## src/rtl/mem_bus_pkg.sv

```systemverilog
// Shared definitions for the core's memory command/response bus.
// Word layout: [33:32] opcode/status, [31:0] address/data.
package mem_bus_pkg;

  localparam int WORD_W = 34;
  localparam int OP_HI  = 33;
  localparam int OP_LO  = 32;

  localparam logic [1:0] RSP_TIMEOUT = 2'b11;

  typedef enum logic [1:0] {
    ST_IDLE  = 2'd0,
    ST_ISSUE = 2'd1,
    ST_WAIT  = 2'd2
  } arb_state_e;

endpackage

```

## src/rtl/arb_req_slot.sv

```systemverilog
// One requester's capture register, pending flag and busy flag.
// Busy is registered from the next-cycle pending/in-flight view.
module arb_req_slot #(
  parameter int WORD_W = mem_bus_pkg::WORD_W
) (
  input  logic              clk,
  input  logic              reset,
  input  logic              cmd_stb,
  input  logic [WORD_W-1:0] cmd_word,
  input  logic              clr,
  input  logic              inflight_nx,
  output logic              pend,
  output logic [WORD_W-1:0] word,
  output logic              busy
);

  logic take;
  logic pend_nx;

  // A strobe while busy is dropped so the latched word stays intact.
  assign take    = cmd_stb & ~busy;
  assign pend_nx = take | (pend & ~clr);

  always_ff @(posedge clk) begin
    if (reset) begin
      pend <= 1'b0;
      busy <= 1'b0;
      word <= '0;
    end else begin
      pend <= pend_nx;
      busy <= pend_nx | inflight_nx;
      if (take) word <= cmd_word;
    end
  end

endmodule

```

## src/rtl/mem_cmd_arbiter.sv

```systemverilog
// Round-robin arbiter for fetch (port 0) and data (port 1) onto one
// memory master, one command in flight, with a response watchdog.
module mem_cmd_arbiter #(
  parameter int WORD_W  = mem_bus_pkg::WORD_W,
  parameter int TIMEOUT = 255,
  parameter int TO_W    = 8
) (
  input  logic              clk,
  input  logic              reset,
  input  logic              s0_cmd_stb,
  input  logic [WORD_W-1:0] s0_cmd_word,
  output logic              s0_cmd_busy,
  output logic              s0_rsp_stb,
  output logic [WORD_W-1:0] s0_rsp_word,
  input  logic              s1_cmd_stb,
  input  logic [WORD_W-1:0] s1_cmd_word,
  output logic              s1_cmd_busy,
  output logic              s1_rsp_stb,
  output logic [WORD_W-1:0] s1_rsp_word,
  output logic              m_cmd_stb,
  output logic [WORD_W-1:0] m_cmd_word,
  input  logic              m_cmd_busy,
  input  logic              m_rsp_stb,
  input  logic [WORD_W-1:0] m_rsp_word,
  output logic              timeout_err
);
  import mem_bus_pkg::*;

  localparam logic [TO_W-1:0] TO_LIM = TO_W'(TIMEOUT);
  localparam logic [WORD_W-1:0] TO_WORD =
    {RSP_TIMEOUT, {(WORD_W-2){1'b0}}};

  arb_state_e state_q, state_d;
  logic owner_q, owner_d;
  logic last_q, last_d;
  logic [TO_W-1:0] wd_q, wd_d, wd_inc;

  logic [1:0] pend, busy, clr, infl_d;
  logic [1:0] rsp_set, rsp_q;
  logic [WORD_W-1:0] word0, word1;
  logic [WORD_W-1:0] rword0_q, rword1_q;
  logic fire;

  arb_req_slot #(.WORD_W(WORD_W)) u_slot0 (
    .clk         (clk),
    .reset       (reset),
    .cmd_stb     (s0_cmd_stb),
    .cmd_word    (s0_cmd_word),
    .clr         (clr[0]),
    .inflight_nx (infl_d[0]),
    .pend        (pend[0]),
    .word        (word0),
    .busy        (busy[0])
  );

  arb_req_slot #(.WORD_W(WORD_W)) u_slot1 (
    .clk         (clk),
    .reset       (reset),
    .cmd_stb     (s1_cmd_stb),
    .cmd_word    (s1_cmd_word),
    .clr         (clr[1]),
    .inflight_nx (infl_d[1]),
    .pend        (pend[1]),
    .word        (word1),
    .busy        (busy[1])
  );

  assign s0_cmd_busy = busy[0];
  assign s1_cmd_busy = busy[1];

  assign infl_d[0] = (state_d == ST_WAIT) & ~owner_d;
  assign infl_d[1] = (state_d == ST_WAIT) &  owner_d;

  always_ff @(posedge clk) begin
    if (reset) begin
      state_q <= ST_IDLE;
      owner_q <= 1'b0;
      last_q  <= 1'b1;
      wd_q    <= '0;
    end else begin
      state_q <= state_d;
      owner_q <= owner_d;
      last_q  <= last_d;
      wd_q    <= wd_d;
    end
  end

  always_comb begin
    state_d    = state_q;
    owner_d    = owner_q;
    last_d     = last_q;
    wd_d       = wd_q;
    wd_inc     = wd_q + 1'b1;
    clr        = 2'b00;
    rsp_set    = 2'b00;
    fire       = 1'b0;
    m_cmd_stb  = 1'b0;
    m_cmd_word = '0;
    unique case (state_q)
      ST_IDLE: begin
        if (|pend) begin
          owner_d = (&pend) ? ~last_q : pend[1];
          state_d = ST_ISSUE;
        end
      end
      ST_ISSUE: begin
        if (!m_cmd_busy) begin
          m_cmd_stb      = 1'b1;
          m_cmd_word     = owner_q ? word1 : word0;
          clr[owner_q]   = 1'b1;
          last_d         = owner_q;
          wd_d           = '0;
          state_d        = ST_WAIT;
        end
      end
      ST_WAIT: begin
        wd_d = wd_inc;
        // A response on the expiry cycle still wins over the watchdog.
        if (m_rsp_stb) begin
          rsp_set[owner_q] = 1'b1;
          state_d          = ST_IDLE;
        end else if (TIMEOUT != 0 && wd_inc == TO_LIM) begin
          fire    = 1'b1;
          state_d = ST_IDLE;
        end
      end
      default: state_d = ST_IDLE;
    endcase
  end

  always_ff @(posedge clk) begin
    if (reset) begin
      rsp_q    <= 2'b00;
      rword0_q <= '0;
      rword1_q <= '0;
    end else begin
      rsp_q <= rsp_set;
      if (rsp_set[0])            rword0_q <= m_rsp_word;
      else if (fire && !owner_q) rword0_q <= TO_WORD;
      if (rsp_set[1])            rword1_q <= m_rsp_word;
      else if (fire && owner_q)  rword1_q <= TO_WORD;
    end
  end

  assign timeout_err = fire;

  assign s0_rsp_stb  = rsp_q[0] | (fire & ~owner_q);
  assign s1_rsp_stb  = rsp_q[1] | (fire &  owner_q);
  assign s0_rsp_word = (fire & ~owner_q) ? TO_WORD : rword0_q;
  assign s1_rsp_word = (fire &  owner_q) ? TO_WORD : rword1_q;

endmodule
```

## config.mk

```make
export PLATFORM = sky130hd
export DESIGN_NAME = mem_cmd_arbiter
export DESIGN_NICKNAME = d
export VERILOG_FILES = /design/src/rtl/mem_bus_pkg.sv /design/src/rtl/arb_req_slot.sv /design/src/rtl/mem_cmd_arbiter.sv
export SDC_FILE = /design/constraint.sdc
export NUM_CORES = 1
export LEC_CHECK = 0
export CORE_ASPECT_RATIO = 0.8
export CORE_MARGIN = 3
export CORE_UTILIZATION = 49
export DETAILED_ROUTE_END_ITERATION = 8
export GPL_ROUTABILITY_DRIVEN = 1
export PLACE_DENSITY = 0.85
export SLEW_MARGIN = 10
export SYNTH_ARGS = -nofsm -noshare
export SYNTH_HDL_FRONTEND = slang
export SYNTH_SLANG_ARGS = --single-unit
```

## constraint.sdc

```tcl
create_clock -name clk -period 4.4 [get_ports clk]
set_clock_uncertainty 0.2 [all_clocks]
set_input_delay 0.44 -clock clk [delete_from_list [all_inputs] [get_ports clk]]
set_output_delay 0.44 -clock clk [all_outputs]
set_load 0.01 [all_outputs]
```

# Yosys cells after proc, flatten, opt, wreduce, memory -nomap -nowiden
# Index checks and enable logic that the tools add are counted.
# totals
word_cells	85
input_bits	108
output_inout_bits	108
register_bits	154
# classes
n_mux	30
reduce_logical	12
n_bitwise	22
n_eq_ne	5
n_lt_le_gt_ge	2
addsub	1
# op_table
op	n
34-bit 2-to-1 mux	9
2-bit 2-to-1 mux	8
8-bit case mux with 2 select lines	1
1-bit 2-to-1 mux	9
8-bit by 1-bit adder with 8-bit output (second input constant)	1
1-bit AND	8
8-bit equality test (second input constant)	1
8-bit 2-to-1 mux	1
1-bit NOT	8
1-bit OR	6
2-bit case mux with 3 select lines	1
2-bit AND reduction	3
2-bit nonzero test	3
2-bit equality test (second input constant)	2
1-bit logical AND	3
2-bit by 1-bit equality test with 1-bit output (second input constant)	1
2-bit logical NOT	1
1-bit by 2-bit < comparator with 1-bit output (second input constant)	1
2-bit inequality test (second input constant)	1
2-bit OR reduction	1
1-bit demux with 1-bit select	1
1-bit >= comparator (second input constant)	1
1-bit logical NOT	1

# Longest topological paths before layout
# logic_depth
depth_word	10
depth_mapped	7

# Modules after synthesis
# A second synthesis with hierarchy kept.
# unflattened
hier_cells	730
hier_area_um2	6392.4
# modules_own_cells
mod	cells_per_inst	area_each_um2	instances
mem_cmd_arbiter	416	3895.0	1
arb_req_slot	157	1248.7	2

# Worst setup path before layout
# No wires, ideal clock.
# synth_path
path_kind	flip-flop to output port
startpoint	register wd_q[1]
endpoint	output s0_rsp_stb
path_slack_ns	1.622
path_stages_with_launch	8
arrival_ns	2.138
cell_sequence	dfxtp_1 -> ha_1 -> nand3_2 -> or3_1 -> a211o_1 -> nor4b_4 -> buf_6 -> or2_1
# synth_via
elab_chain_cells	7
# synth_rtl
element	line_no	rtl
from (decl)	mem_cmd_arbiter.sv:36	logic [TO_W-1:0] wd_q, wd_d, wd_inc;
from (signal assigned)	mem_cmd_arbiter.sv:84	wd_q <= wd_d;
8-bit by 1-bit adder with 8-bit output	mem_cmd_arbiter.sv:93	wd_inc = wd_q + 1'b1;
8-bit equality test	mem_cmd_arbiter.sv:122	end else if (TIMEOUT != 0 && wd_inc == TO_LIM) begin
1-bit 2-to-1 mux	mem_cmd_arbiter.sv:122	
1-bit 2-to-1 mux	mem_cmd_arbiter.sv:119	if (m_rsp_stb) begin
1-bit 2-to-1 mux	mem_cmd_arbiter.sv:99	unique case (state_q)
1-bit AND	mem_cmd_arbiter.sv:147	assign s0_rsp_stb = rsp_q[0] | (fire & ~owner_q);
1-bit OR	mem_cmd_arbiter.sv:147	
to (decl)	mem_cmd_arbiter.sv:13	output logic s0_rsp_stb,
# No other way between the ends.

# Final worst setup path
# layout_path
startpoint	register wd_q[1]
endpoint	output s0_rsp_word[32]
# layout_via
elab_chain_cells	7
# layout_rtl
element	line_no	rtl
8-bit by 1-bit adder with 8-bit output	mem_cmd_arbiter.sv:93	
8-bit equality test	mem_cmd_arbiter.sv:122	
1-bit 2-to-1 mux	mem_cmd_arbiter.sv:122	
1-bit 2-to-1 mux	mem_cmd_arbiter.sv:119	
1-bit 2-to-1 mux	mem_cmd_arbiter.sv:99	
1-bit AND	mem_cmd_arbiter.sv:149	assign s0_rsp_word = (fire & ~owner_q) ? TO_WORD : rword0_q;
34-bit 2-to-1 mux	mem_cmd_arbiter.sv:149	
to (decl)	mem_cmd_arbiter.sv:14	output logic [WORD_W-1:0] s0_rsp_word,
# No other way between the ends.

==> Implementation_results.wiki <==
{| class="wikitable"
! Metric !! Value
|-
| Outcome || completed
|-
| Signal arrival time at the worst endpoint || 3290 ps
|-
| Total Nets Final || 1022
|-
| Share of synthesized area spent on multiplexers || 0.0540
|-
| Final ANT Viol Nets || 0
|-
| Die outline area || 14300 um2
|-
| Worst-case hold path end point || owner_q
|-
| Cells taking the most area after synthesis || sky130_fd_sc_hd__dfxtp_1 49%, sky130_fd_sc_hd__nand2_1 9.0%, sky130_fd_sc_hd__a22o_1 8.9%, sky130_fd_sc_hd__a21oi_1 6.5%, sky130_fd_sc_hd__mux2i_1 5.4%
|-
| Number of cells upsized or downsized after cts || 0
|-
| Power per unit of standard cell area || 358 nW/um2
|-
| Slack of the worst reg-to-reg path || 1610 ps
|-
| Port Buf Inserts || 215
|-
| Final Hold Fails || 0
|-
| Slowest cell on the critical path || sky130_fd_sc_hd__clkdlybuf4s50_1
|-
| Hold Crit Depth || 2
|-
| Async S/R FF share, synth || 0
|-
| Area taken by multi-input logic gates || 3020 um2
|-
| Area of the placeable core || 12400 um2
|-
| Main combinational cell family by area after synthesis || simple AND/OR/NAND/NOR gates
|-
| Remaining design rule violation count || 0
|-
| Max Clk Rate || 255 MHz
|-
| First-pass GRT wire length || 28.8 mm
|-
| Delay of the slowest cell on the worst path || 530 ps
|-
| Mean area per synthesized cell || 8.69 um2
|-
| Chip Height || 107 um
|-
| CTS tree || done
|-
| Pleak || 3.37 nW
|-
| Post-synthesis compound-gate area fraction || 0.188
|-
| R2R depth || 5
|-
| Via count of the first global-routing pass || 5604
|-
| Post-Synth XOR/XNOR Area || 0.00278
|-
| Top flip-flop cell by instance count after synthesis || sky130_fd_sc_hd__dfxtp_1
|-
| I/O pin count || 216
|-
| Clk slew on worst S/H paths || 60 ps
|-
| Placement-stage worst setup slack || 915 ps
|-
| Setup slack after layout || 473 ps
|-
| Worst hold-check path type || input pin to flip-flop
|-
| Basic-gate share of the synthesized area counting and, or, nand and nor cells || 0.223
|-
| Met3 Routed Length || 863 um
|-
| Critical path origin || wd_q[1]
|-
| Antenna cell count || 0
|-
| Critical path, cell by cell || ha_1 > nand3_2 > or3_1 > a211o_1 > nor4b_4 > buf_4 > or2_1 > clkdlybuf4s50_1
|-
| Seq cells post-synth || 154
|-
| Overall via count from detail_route || 5847
|-
| Worst path bufs/invs || 2
|-
| Final count of negative-setup-slack endpoints || 0
|-
| Instance count of the mapped netlist || 726
|-
| Overall Global Routing Usage || 0.247
|-
| Syn_nets || 836
|-
| Crit Path Max Fanout || 34
|-
| Max-cap check violation count || 0
|-
| Adder-cell share of the synthesized area || 0.00397
|-
| Hold-fix buffers, CTS || 0
|-
| CP delay by family, top || simple AND/OR/NAND/NOR gates
|-
| Horizontal die dimension || 133 um
|-
| Uppermost metal layer occupied by signal nets || met4
|-
| Count of clock tree sinks || 154
|-
| Final HPWL DP || 11.9 mm
|-
| Worst path required time || 3760 ps
|-
| Sequential standard cell area || 3080 um2
|-
| Startpoint of the worst register-to-register path || state_q[1]
|-
| Depth of the CTS H-tree || 4
|-
| Crit Reg-Reg Endpoint || rword1_q[28]
|-
| Fin crit period || 3930 ps
|-
| Net switching component of the power || 0.000853 W
|-
| Total chip power || 0.00325 W
|-
| Combinational power share || 0.121
|-
| Accumulated negative setup slack || 0 ps
|-
| Unrepaired setup endpoints after global routing || false
|-
| Number of clock buffers inserted by TritonCTS || 17
|-
| Fill cell count || 922
|-
| Period utilisation layout || 0.892
|-
| Worst slew pin tran || 980 ps
|-
| Area share of the largest cell type after synthesis || 0.489
|-
| DRC violation total after the first TritonRoute iteration || 475
|-
| Met1 Wirelength || 8.09 mm
|-
| Clock group share of total power || 0.419
|-
| Internal cell power || 0.00240 W
|-
| Slew Limit Headroom || 0.347
|-
| Kind of capture point of the worst setup path || output pin
|-
| Post-Route Hold Slack || 244 ps
|-
| Area overhead of the layout relative to synthesis || 44.1%
|-
| Routed length on met2 || 8.82 mm
|-
| CP Class || flip-flop to output pin
|-
| Mean number of vias per cell || 5.33
|-
| Cell accounting for the most synthesized area || sky130_fd_sc_hd__dfxtp_1
|-
| Count of distinct cell types in the synthesized netlist || 45
|-
| Fraction of power spent switching nets || 0.262
|-
| Netlist area before placement || 6310 um2
|-
| Synth warnings || 0
|-
| Standard-cell rows || 36
|-
| Number of buffers inserted to repair setup after CTS || 0
|-
| Initial standard-cell utilization of the core || 0.509
|-
| Sequential Power Share || 0.460
|-
| Number of detailed-routing iterations run before antenna repair || 5
|-
| Share of final-layout standard cells stronger than drive strength 1 || 0.0584
|-
| Startpoint Class || flip-flop
|-
| Pin count of the biggest net entering global routing || 72
|-
| Detailed-route wire length per cell || 16.6 um
|-
| Worst skew pair latency || 410 ps
|-
| Total length of routed wires || 18.1 mm
|-
| Sequential element share of the synthesized area || 0.489
|-
| Startpoint of the worst hold path || reset
|-
| Number of pins with negative max-slew slack in the final report || 0
|-
| Commonest cells after routing, fill and taps aside || 214 x sky130_fd_sc_hd__clkdlybuf4s50_1, 153 x sky130_fd_sc_hd__dfxtp_1, 152 x sky130_fd_sc_hd__nand2_1, 81 x sky130_fd_sc_hd__a21oi_1, 64 x sky130_fd_sc_hd__a22o_1
|-
| Max Root-Sink Buffers || 2
|-
| Total overflow reported by the global router || 0
|-
| Initial antenna violation count || 0
|-
| Root Driver || sky130_fd_sc_hd__clkbuf_16
|-
| Most common library cell in the layout ignoring fill and taps || sky130_fd_sc_hd__clkdlybuf4s50_1
|-
| Final GP Congestion || 0.800
|-
| Worst ir drop on vdd || 0.271 mV
|-
| EDFF count, synth || 0
|}
registers in the layout, summed over array words and instances (netlist names):
register / count
last_q: 1
owner_q: 1
rsp_q: 2
rword0_q: 34
rword1_q: 34
state_q: 2
u_slot0.busy: 1
u_slot0.pend: 1
u_slot0.word: 34
u_slot1.busy: 1
u_slot1.pend: 1
u_slot1.word: 34
wd_q: 8
worst max path at each step:
stage | depth (start not counted) | endpoint | slack [ps]
after floorplan | 7 | s0_rsp_stb | 1620
after global placement | 8 | s1_rsp_word[8] | 980
after detailed placement | 8 | s0_rsp_stb | 920
after CTS | 8 | s0_rsp_word[32] | 470
after global routing | 8 | s0_rsp_stb | 280
final | 8 | s0_rsp_word[32] | 470
Yosys cell counts (2+ instances only):
cell / number
sky130_fd_sc_hd__buf_1: 6
sky130_fd_sc_hd__nand4_1: 2
sky130_fd_sc_hd__or3_1: 2
sky130_fd_sc_hd__a22oi_1: 2
sky130_fd_sc_hd__clkbuf_1: 39
sky130_fd_sc_hd__buf_2: 8
sky130_fd_sc_hd__nor2b_1: 35
sky130_fd_sc_hd__xor2_1: 2
sky130_fd_sc_hd__nand3_1: 3
sky130_fd_sc_hd__mux2i_1: 34
sky130_fd_sc_hd__inv_1: 4
sky130_fd_sc_hd__buf_4: 2
sky130_fd_sc_hd__and2_1: 33
sky130_fd_sc_hd__nand2b_1: 9
sky130_fd_sc_hd__nor3b_1: 2
sky130_fd_sc_hd__a21oi_1: 82
sky130_fd_sc_hd__nor2_1: 46
sky130_fd_sc_hd__ha_1: 2
sky130_fd_sc_hd__o21ai_0: 10
sky130_fd_sc_hd__nand2_1: 152
sky130_fd_sc_hd__a22o_1: 64
sky130_fd_sc_hd__nor3_1: 8
sky130_fd_sc_hd__dfxtp_1: 154
sky130_fd_sc_hd__or2_1: 2
sky130_fd_sc_hd__a31oi_1: 3
logic make-up after synthesis:
kind of cell               Yosys count
AOI/OAI and AO/OA                  174
xor gates and xnor gates             2
and+or+nand+nor                    300
adders and majority gates            2
buffers and inverters               60
DFF                                154
muxes                               34
power by group through the flow:
stage	combinational, W	clock, W	sequential (W)
final	0.000395	0.00136	0.00150
after detailed placement	0.000393	0	0.00153
after floorplan	0.000213	0	0.00151
after CTS	0.000397	0.00138	0.00150
after global routing	0.000431	0.00144	0.00150
after global placement	0.000387	0	0.00152
worst reg2reg max path, stage by stage (launching register included):
cell and delay, ps:
sky130_fd_sc_hd__dfxtp_1 420, sky130_fd_sc_hd__nor2b_1 630, sky130_fd_sc_hd__nand2_1 330, sky130_fd_sc_hd__nor3b_4 540
sky130_fd_sc_hd__buf_4 390, sky130_fd_sc_hd__a22o_1 220
layer usage:
layer  GRT usage  vias up
met3      0.0505       29
met4      0.0823        0
met1       0.329     2819
met5           0        -
met2       0.403      154
li1            -     2845
through the flow:
step                       util  std cells  area, um2
after floorplan               -        726       6310
after global placement    0.689       1064       8540
after detailed placement  0.689       1064       8540
after CTS                 0.734       1096       9090
after global routing      0.734       1096       9090
final                     0.734       1096       9090
cell type report:
class | instances | share of cell area
Sequential cell | 154 | 0.339
Clock buffer | 19 | 0.0487
Timing Repair Buffer | 223 | 0.243
Tap cell | 171 | 0.0235
Multi-Input combinational cell | 512 | 0.332
Inverter | 4 | 0.00165
Clock inverter | 13 | 0.0121
No activity file was read; power rests on OpenSTA's default activity.
